### src/rtl/wb_sevenseg_if.sv
// Wishbone classic bus bundle between the conbus slave port and the seven-segment scanner.
interface wb_sevenseg_if;
    logic [31:0] wb_adr_i;
    logic [31:0] wb_dat_i;
    logic [31:0] wb_dat_o;
    logic [3:0]  wb_sel_i;
    logic        wb_stb_i;
    logic        wb_cyc_i;
    logic        wb_we_i;
    logic        wb_ack_o;

    modport master (
        output wb_adr_i, wb_dat_i, wb_sel_i, wb_stb_i, wb_cyc_i, wb_we_i,
        input  wb_dat_o, wb_ack_o
    );

    modport slave (
        input  wb_adr_i, wb_dat_i, wb_sel_i, wb_stb_i, wb_cyc_i, wb_we_i,
        output wb_dat_o, wb_ack_o
    );
endinterface

### src/rtl/wb_sevenseg_scan.sv
// Wishbone slave that scans a 4-digit common-anode seven-segment display.
// Define SEVENSEG_DIM_EN to add PWM brightness control through the DIM register.
module wb_sevenseg_scan #(
    parameter int clk_freq = 50000000,
    parameter int scan_hz  = 1000
) (
    input  logic         clk,
    input  logic         reset,
    wb_sevenseg_if.slave wb,
    output logic [6:0]   seg,
    output logic         dp,
    output logic [3:0]   an
);
    localparam int DIVIDER = clk_freq / scan_hz;
    localparam int PW      = $clog2(DIVIDER);
    localparam logic [PW-1:0] PRE_RELOAD = PW'(DIVIDER - 1);

    localparam logic [31:0] DATA_MASK = 32'h0000_FFFF;
    localparam logic [31:0] CTRL_MASK = 32'h0000_0FF3;
`ifdef SEVENSEG_DIM_EN
    localparam logic [31:0] DIM_MASK  = 32'h0000_000F;
    localparam logic [31:0] DIM_RESET = 32'h0000_000F;
`else
    localparam logic [31:0] DIM_MASK  = 32'h0000_0000;
    localparam logic [31:0] DIM_RESET = 32'h0000_0000;
`endif

    logic [31:0]   data_reg, ctrl_reg, raw_reg, dim_reg;
    logic [31:0]   data_next, ctrl_next, raw_next, dim_next;
    logic [31:0]   rd_data, lane_mask, wr_merge;
    logic [31:0]   dat_o_reg;
    logic          ack_reg;
    logic [PW-1:0] prescaler_reg;
    logic [1:0]    digit_reg;
    logic [6:0]    seg_reg;
    logic          dp_reg;
    logic [3:0]    an_reg;
    logic [3:0]    nibble   [4];
    logic [7:0]    raw_byte [4];
    logic [7:0]    pattern;
    logic          bus_req, wr_commit, run;
    logic [1:0]    reg_sel;
    logic          unused_adr_bits;

    function automatic logic [6:0] font(input logic [3:0] v);
        case (v)
            4'h0: font = 7'h40;
            4'h1: font = 7'h79;
            4'h2: font = 7'h24;
            4'h3: font = 7'h30;
            4'h4: font = 7'h19;
            4'h5: font = 7'h12;
            4'h6: font = 7'h02;
            4'h7: font = 7'h78;
            4'h8: font = 7'h00;
            4'h9: font = 7'h10;
            4'hA: font = 7'h08;
            4'hB: font = 7'h03;
            4'hC: font = 7'h46;
            4'hD: font = 7'h21;
            4'hE: font = 7'h06;
            default: font = 7'h0E;
        endcase
    endfunction

    generate
        for (genvar gi = 0; gi < 4; gi++) begin : g_lane
            assign lane_mask[8*gi +: 8] = {8{wb.wb_sel_i[gi]}};
            assign nibble[gi]           = data_reg[4*gi +: 4];
            assign raw_byte[gi]         = raw_reg[8*gi +: 8];
        end
    endgenerate

    assign bus_req         = wb.wb_stb_i & wb.wb_cyc_i;
    assign wr_commit       = ack_reg & bus_req & wb.wb_we_i;
    assign reg_sel         = wb.wb_adr_i[3:2];
    assign unused_adr_bits = ^{wb.wb_adr_i[31:4], wb.wb_adr_i[1:0]};

    always_comb begin
        data_next = data_reg;
        ctrl_next = ctrl_reg;
        raw_next  = raw_reg;
        dim_next  = dim_reg;
        wr_merge  = 32'h0;
        if (wr_commit) begin
            case (reg_sel)
                2'd0: begin
                    wr_merge  = (data_reg & ~lane_mask) | (wb.wb_dat_i & lane_mask);
                    data_next = wr_merge & DATA_MASK;
                end
                2'd1: begin
                    wr_merge  = (ctrl_reg & ~lane_mask) | (wb.wb_dat_i & lane_mask);
                    ctrl_next = wr_merge & CTRL_MASK;
                end
                2'd2: begin
                    wr_merge = (raw_reg & ~lane_mask) | (wb.wb_dat_i & lane_mask);
                    raw_next = wr_merge;
                end
                default: begin
                    wr_merge = (dim_reg & ~lane_mask) | (wb.wb_dat_i & lane_mask);
                    dim_next = wr_merge & DIM_MASK;
                end
            endcase
        end
    end

    always_comb begin
        case (reg_sel)
            2'd0:    rd_data = data_reg;
            2'd1:    rd_data = ctrl_reg;
            2'd2:    rd_data = raw_reg;
            default: rd_data = dim_reg;
        endcase
    end

    // {dp_n, seg} for the digit about to be shown, sampled only on the tick
    assign pattern = ctrl_reg[1] ? raw_byte[digit_reg]
                                 : {~ctrl_reg[4 + int'(digit_reg)], font(nibble[digit_reg])};

    // Clearing enable blanks at once; setting it waits for the register to settle
    assign run = ctrl_reg[0] & ctrl_next[0];

    always_ff @(posedge clk) begin
        if (reset) begin
            ack_reg       <= 1'b0;
            dat_o_reg     <= 32'h0;
            data_reg      <= 32'h0;
            ctrl_reg      <= 32'h1;
            raw_reg       <= 32'hFFFF_FFFF;
            dim_reg       <= DIM_RESET;
            prescaler_reg <= PRE_RELOAD;
            digit_reg     <= 2'd0;
            seg_reg       <= 7'h7F;
            dp_reg        <= 1'b1;
            an_reg        <= 4'hF;
        end else begin
            ack_reg   <= bus_req & ~ack_reg;
            dat_o_reg <= (bus_req & ~ack_reg) ? rd_data : 32'h0;
            data_reg  <= data_next;
            ctrl_reg  <= ctrl_next;
            raw_reg   <= raw_next;
            dim_reg   <= dim_next;
            if (!run) begin
                prescaler_reg <= PRE_RELOAD;
                digit_reg     <= 2'd0;
                seg_reg       <= 7'h7F;
                dp_reg        <= 1'b1;
                an_reg        <= 4'hF;
            end else if (prescaler_reg == '0) begin
                prescaler_reg <= PRE_RELOAD;
                digit_reg     <= digit_reg + 2'd1;
                seg_reg       <= pattern[6:0];
                dp_reg        <= pattern[7];
                an_reg        <= ctrl_reg[8 + int'(digit_reg)] ? 4'hF : ~(4'b0001 << digit_reg);
            end else begin
                prescaler_reg <= prescaler_reg - PW'(1);
                // dead-time cycle sits in the last count of every slot
                if (prescaler_reg == PW'(1)) begin
                    an_reg <= 4'hF;
                end
            end
        end
    end

`ifdef SEVENSEG_DIM_EN
    logic [3:0] pwm_reg;

    always_ff @(posedge clk) begin
        if (reset) begin
            pwm_reg <= 4'd0;
        end else begin
            pwm_reg <= pwm_reg + 4'd1;
        end
    end

    assign an = an_reg | {4{pwm_reg >= dim_reg[3:0]}};
`else
    assign an = an_reg;
`endif

    assign seg         = seg_reg;
    assign dp          = dp_reg;
    assign wb.wb_ack_o = ack_reg;
    assign wb.wb_dat_o = dat_o_reg;
endmodule

### src/flat_wrapper.sv
// flat-port wrapper written by rule: the top's interface ports become plain ports
module wb_sevenseg_scan_flat 
#(
    parameter int clk_freq = 50000000,
    parameter int scan_hz  = 1000
)
  (clk, reset, seg, dp, an, wb_wb_adr_i, wb_wb_dat_i, wb_wb_sel_i, wb_wb_stb_i, wb_wb_cyc_i, wb_wb_we_i, wb_wb_dat_o, wb_wb_ack_o);
  wb_sevenseg_if wb_i ();
  input  logic clk;
  input  logic reset;
  output logic [6:0] seg;
  output logic dp;
  output logic [3:0] an;
  input wire logic [$bits(wb_i.wb_adr_i)-1:0] wb_wb_adr_i;
  input wire logic [$bits(wb_i.wb_dat_i)-1:0] wb_wb_dat_i;
  input wire logic [$bits(wb_i.wb_sel_i)-1:0] wb_wb_sel_i;
  input wire logic [$bits(wb_i.wb_stb_i)-1:0] wb_wb_stb_i;
  input wire logic [$bits(wb_i.wb_cyc_i)-1:0] wb_wb_cyc_i;
  input wire logic [$bits(wb_i.wb_we_i)-1:0] wb_wb_we_i;
  output wire logic [$bits(wb_i.wb_dat_o)-1:0] wb_wb_dat_o;
  output wire logic [$bits(wb_i.wb_ack_o)-1:0] wb_wb_ack_o;
  assign wb_i.wb_adr_i = wb_wb_adr_i;
  assign wb_i.wb_dat_i = wb_wb_dat_i;
  assign wb_i.wb_sel_i = wb_wb_sel_i;
  assign wb_i.wb_stb_i = wb_wb_stb_i;
  assign wb_i.wb_cyc_i = wb_wb_cyc_i;
  assign wb_i.wb_we_i = wb_wb_we_i;
  assign wb_wb_dat_o = wb_i.wb_dat_o;
  assign wb_wb_ack_o = wb_i.wb_ack_o;
  wb_sevenseg_scan #(.clk_freq(clk_freq), .scan_hz(scan_hz)) u_core (.clk(clk), .reset(reset), .wb(wb_i), .seg(seg), .dp(dp), .an(an));
endmodule
### config.mk
export PLATFORM = sky130hd
export DESIGN_NAME = wb_sevenseg_scan_flat
export DESIGN_NICKNAME = d
export VERILOG_FILES = /design/src/rtl/wb_sevenseg_if.sv /design/src/rtl/wb_sevenseg_scan.sv /design/src/flat_wrapper.sv
export SDC_FILE = /design/constraint.sdc
export NUM_CORES = 1
export LEC_CHECK = 0
export ABC_AREA = 1
export CAP_MARGIN = 20
export CORE_UTILIZATION = 47
export CTS_CLUSTER_SIZE = 25
export DETAILED_ROUTE_END_ITERATION = 16
export GPL_ROUTABILITY_DRIVEN = 0
export PLACE_DENSITY_LB_ADDON = 0.1
export SLEW_MARGIN = 10
export SYNTH_ARGS = -nofsm -noshare
export SYNTH_HDL_FRONTEND = slang
export SYNTH_SLANG_ARGS = --single-unit
### constraint.sdc
create_clock -name clk -period 2.4 [get_ports clk]
set_input_delay 0.24 -clock clk [delete_from_list [all_inputs] [get_ports clk]]
set_output_delay 0.24 -clock clk [all_outputs]
set_load 0.03 [all_outputs]
==> impl_metrics.ini, run 1 <==
[routing]
ant_nets = 0
num_vias = 5173
route.detailed.drc = 0
drt-initial-drc-count = 460
post_drt_wl_per_cell_um = 14.8
firstDrtPassIters = 5
totalWireLength_um = 14500
via_per_inst = 5.31

[clock_tree]
clk_latency_ns = 0.42
clock_sinks = 121
clk_pin_slew_ns = 0.05
h-tree-depth = 4
cts-buffers-inserted = 17
clockBufferDepth = 2
ctsResizeCount = 0
cts_tree = done
hold_buffers = 0
post-cts-setup-buffer-count = 0
cts-root-buf = clkbuf_16

[floorplan]
dieHeight_um = 109
coreArea_um2 = 11000
num_io_pins = 118
die-area_um2 = 12000
rows = 38
die_w_um = 109
initial_core_util = 0.491

[grt]
grt.overflow.total = 0
grt_util_all_layers = 0.262
grt_pass1_wl_um = 23400
grt_pass1_vias = 4819
grt_max_degree = 56
antenna_found_initial = 0

[pwr]
internal-power_w = 0.00411
switching_share = 0.200
p_seq_frac = 0.396
peakVddDrop_uv = 596
pwr-share-comb = 0.047
p_leak_nw = 3.10
power.density_nw_per_um2 = 726
clkPwrFrac = 0.557
power.total_w = 0.00514
power.switching_w = 0.00103

[worst_setup_path]
cp-start-kind = register
criticalPathCategory = register to register
crit_fanout = 11
arrival_ns = 2.29
end_kind = register
reg2reg_depth = 11
critical_path_required_ns = 2.72

[yosys]
yosysUniqueCellTypes = 34
async_flop_share = 0
synth_nets = 815
ys_warn_count = 0
synth_area_um2 = 5420
postSynthCellCount = 730
synth_edf_count = 0
ys_seq_area_frac = 0.447
synth_area_per_cell_um2 = 7.42
yosys_register_bits = 121
synthFlopType = dfxtp_1

[layout]
multiInputGateArea_um2 = 2480
n_antenna_cell = 0
nets = 906
mostFrequentLayoutCell = nand2_1
areaGrowthSynthToFinish_pct = 30.6
regArea_um2 = 2420
final_layout_size_suffix_gt1_frac = 0.0887
layout_common_cells = nand2_1, dfxtp_1, clkdlybuf4s50_1
fillers = 975
final_core_util = 0.642

[sta]
totalNegativeSetupSlack_ns = 0
rsz0062_at_grt = no
setup_slack_ns = 0.421
fmax_ghz = 0.505
period_minus_slack_ns = 1.98
report.final.slew_viol_count = 0
setup_viol = 0
fin_skew_ns = 0.00649
finalHoldViolations = 0
fin_crit_sh = 0.824
relSlewSlack = 0.445
hold_slack_ns = 0.384
tightest_slew_ns = 0.832

[place]
dp_slack_ns = 0.148
portBuffers = 87
hpwl_um = 10400

[job]
maxCapViolations = 0

[min_path]
hold_path.class = input port to register
hold_path_depth = 3

[status]
status = complete, no violations
## cell type report
cell class	count	share of cell area
Multi-Input combinational cell	489	0.351
Sequential cell	121	0.342
Timing Repair Buffer	104	0.141
Clock buffer	25	0.0714
Inverter	88	0.0470
Tap cell	140	0.0248
Clock inverter	7	0.0226
## Yosys cell counts, types with 3 or more instances
master,instances,area [um2]
nand2_1,202,758
dfxtp_1,121,2420
inv_1,77,289
nand3_1,68,340
a21oi_1,50,250
o21ai_0,39,195
o211ai_1,32,240
nor2_1,28,105
nor3_1,14,70.1
clkbuf_1,12,45.0
ha_1,12,150
buf_2,11,55.1
inv_2,8,30.0
xor2_1,8,70.1
a31oi_1,7,43.8
nand2_2,5,31.3
nor2_4,5,56.3
buf_4,4,30.0
buf_6,4,45.0
nand3_2,4,40.0
o221ai_1,3,26.3
## worst paths after layout
kind | startpoint | end | slack, ns
hold reg to reg | u_core.prescaler_reg[0] | u_core.prescaler_reg[0] | 0.41
setup reg to reg | u_core.digit_reg[0] | u_core.seg[0] | 0.42
setup / recovery | u_core.digit_reg[0] | u_core.seg[0] | 0.42
hold / removal | wb_wb_dat_i[19] | register | 0.38
## cells by family after synthesis
| logic type | count (synthesis) | share of synthesized area |
|---|---|---|
| compound gates | 133 | 0.142 |
| xor+xnor | 9 | 0.0146 |
| fa+ha+maj | 12 | 0.0277 |
| buf+inv | 120 | 0.0947 |
| flops | 121 | 0.447 |
| simple gates | 335 | 0.274 |
## power groups by stage
stage               Combinational (W)  Sequential (W)  Clock [W]
floorplan                   0.0000930         0.00209          0
global placement             0.000237         0.00208          0
detailed placement           0.000241         0.00208          0
CTS                          0.000243         0.00203    0.00288
global route                 0.000262         0.00203    0.00300
finish                       0.000243         0.00203    0.00286
## worst max-delay path, stage by stage, from the launching register on
cell     delay (ns)
dfxtp_1        0.51
buf_4          0.23
nand2_1        0.06
nand3_1        0.11
nand2_1        0.16
ha_1           0.31
inv_1          0.12
nand3_1        0.08
nand3_1        0.09
nand3_1        0.08
nand2_1        0.08
nand2_1        0.05
## per-stage QoR
stage               area (um2)  cells
floorplan                 5420    730
global placement          6410    942
detailed placement        6410    942
CTS                       7080    974
global route              7080    974
finish                    7080    974
## layer usage
metal,up-vias,global-route usage,routed length (um)
li1,2562,-,-
met1,2395,0.348,6540
met2,191,0.408,6630
met3,25,0.0682,1010
met4,0,0.0981,265
met5,-,0,0
No activity file was read; power rests on OpenSTA's default activity.
==> run 2, diff against run 1 <==
CORE_UTILIZATION = 46   (was 47)
clock period = 1.7 ns   (was 2.4 ns; I/O delays follow)
==> impl_metrics.ini, run 2 (synthesis gave the netlist of run 1 again) <==
[status]
status = complete, no violations

[grt]
grt_pass1_wl_um = 23700
grt_util_all_layers = 0.244
grt_pass1_vias = 4843
grt_max_degree = 51
grt.overflow.total = 0
antenna_found_initial = 0

[sta]
period_minus_slack_ns = 1.69
relSlewSlack = 0.776
report.final.slew_viol_count = 0
finalHoldViolations = 0
fmax_ghz = 0.593
setup_viol = 0
fin_crit_sh = 0.992
setup_slack_ns = 0.0139
tightest_slew_ns = 0.336
hold_slack_ns = 0.321
fin_skew_ns = 0.00578

[clock_tree]
cts-root-buf = clkbuf_16
clk_pin_slew_ns = 0.05
clk_latency_ns = 0.42
cts-buffers-inserted = 17
clock_sinks = 121
cts_tree = done
hold_buffers = 0
h-tree-depth = 4
clockBufferDepth = 2

[worst_setup_path]
crit_chain = buf_4, buf_4, nand2_1, nand2_2, ha_1, nand3_2, nand2_1, nand2_1, nand3_1, nand2_1, nand2_1
path_buf_inv = 2
cp-start-kind = register
critical_path_required_ns = 2.07
end_kind = register
arrival_ns = 2.05
criticalPathCategory = register to register
crit_family = simple AND/OR/NAND/NOR gates
crit_fanout = 10
slowest_delay_ns = 0.37
slowest_stage = dfxtp_1
cp_common_cell = nand2_1

[floorplan]
die-area_um2 = 12200
num_io_pins = 118
coreArea_um2 = 11500
initial_core_util = 0.472
rows = 39
dieHeight_um = 111
die_w_um = 111

[routing]
via_per_inst = 5.15
ant_nets = 0
totalWireLength_um = 14800
route.detailed.drc = 0
drt-initial-drc-count = 269
firstDrtPassIters = 5
post_drt_wl_per_cell_um = 14.6
num_vias = 5225

[layout]
final_layout_size_suffix_gt1_frac = 0.143
fillers = 977
nets = 944
mostFrequentLayoutCell = nand2_1
n_antenna_cell = 0
layout_common_cells = nand2_1, dfxtp_1, clkdlybuf4s50_1
areaGrowthSynthToFinish_pct = 36.8

[pwr]
peakVddDrop_uv = 759
power.density_nw_per_um2 = 913
p_leak_nw = 3.28

[place]
hpwl_um = 10900
dp_slack_ns = -0.00866
portBuffers = 87

[min_path]
hold_path.class = input port to register

[job]
maxCapViolations = 0
-- run 2: area by class of cell --
class,instances,area (um2),area share
clock buffer,24,492,0.0663
clock inverter,8,92.6,0.0125
inverter,88,335,0.0452
timing repair buffer,140,1320,0.178
tap,143,179,0.0241
multi-input combinational,491,2560,0.346
sequential,121,2430,0.327
-- run 2: metrics by stage --
stage                util  cell area, um2  power (W)  cells  setup TNS (ns)
floorplan               -            5420    0.00309    730               0
global placement    0.585            6710    0.00330    978               0
detailed placement  0.585            6710    0.00330    978         -0.0343
CTS                 0.637            7300    0.00680   1010               0
global route        0.646            7410    0.00697   1015         -0.0858
finish              0.646            7410    0.00677   1015               0
-- run 2: what timing repair did --
| item | in CTS | in global routing |
|---|---|---|
| gates resized for setup | 2 | 19 |
| endpoints found under the setup margin | 8 | 29 |
| pin swaps | 0 | 4 |
| cloned | 0 | 2 |
| setup buffers | 0 | 3 |
| endpoints found under the hold margin | 0 | 0 |
-- run 2: per-layer routing --
metal,track usage,routed length [um]
met3,0.0571,976
met2,0.370,6790
met5,0,0
met4,0.0951,295
met1,0.336,6760
-- run 2: tightest hold or removal path, stage by stage --
cell and delay [ns]:
clkdlybuf4s50_1 0.40, nand2_1 0.07, nand3_1 0.05
-- run 2: worst paths after layout --
path	startpoint	end	slack (ns)	cells past startpoint
max	u_core.digit_reg[1]	u_core.seg[3]	0.01	11
min	wb_wb_dat_i[17]	register	0.32	3
min reg2reg	register	register	0.47	2
max reg2reg	u_core.digit_reg[1]	u_core.seg[3]	0.01	11
-- run 2: where the power goes --
part           total (W)  leakage (nW)  internal [W]  switching [W]
sequential       0.00287         0.979       0.00286      0.0000100
clock            0.00352         0.290       0.00230        0.00123
combinational   0.000376          2.01      0.000181       0.000195
total            0.00677          3.28       0.00534        0.00143
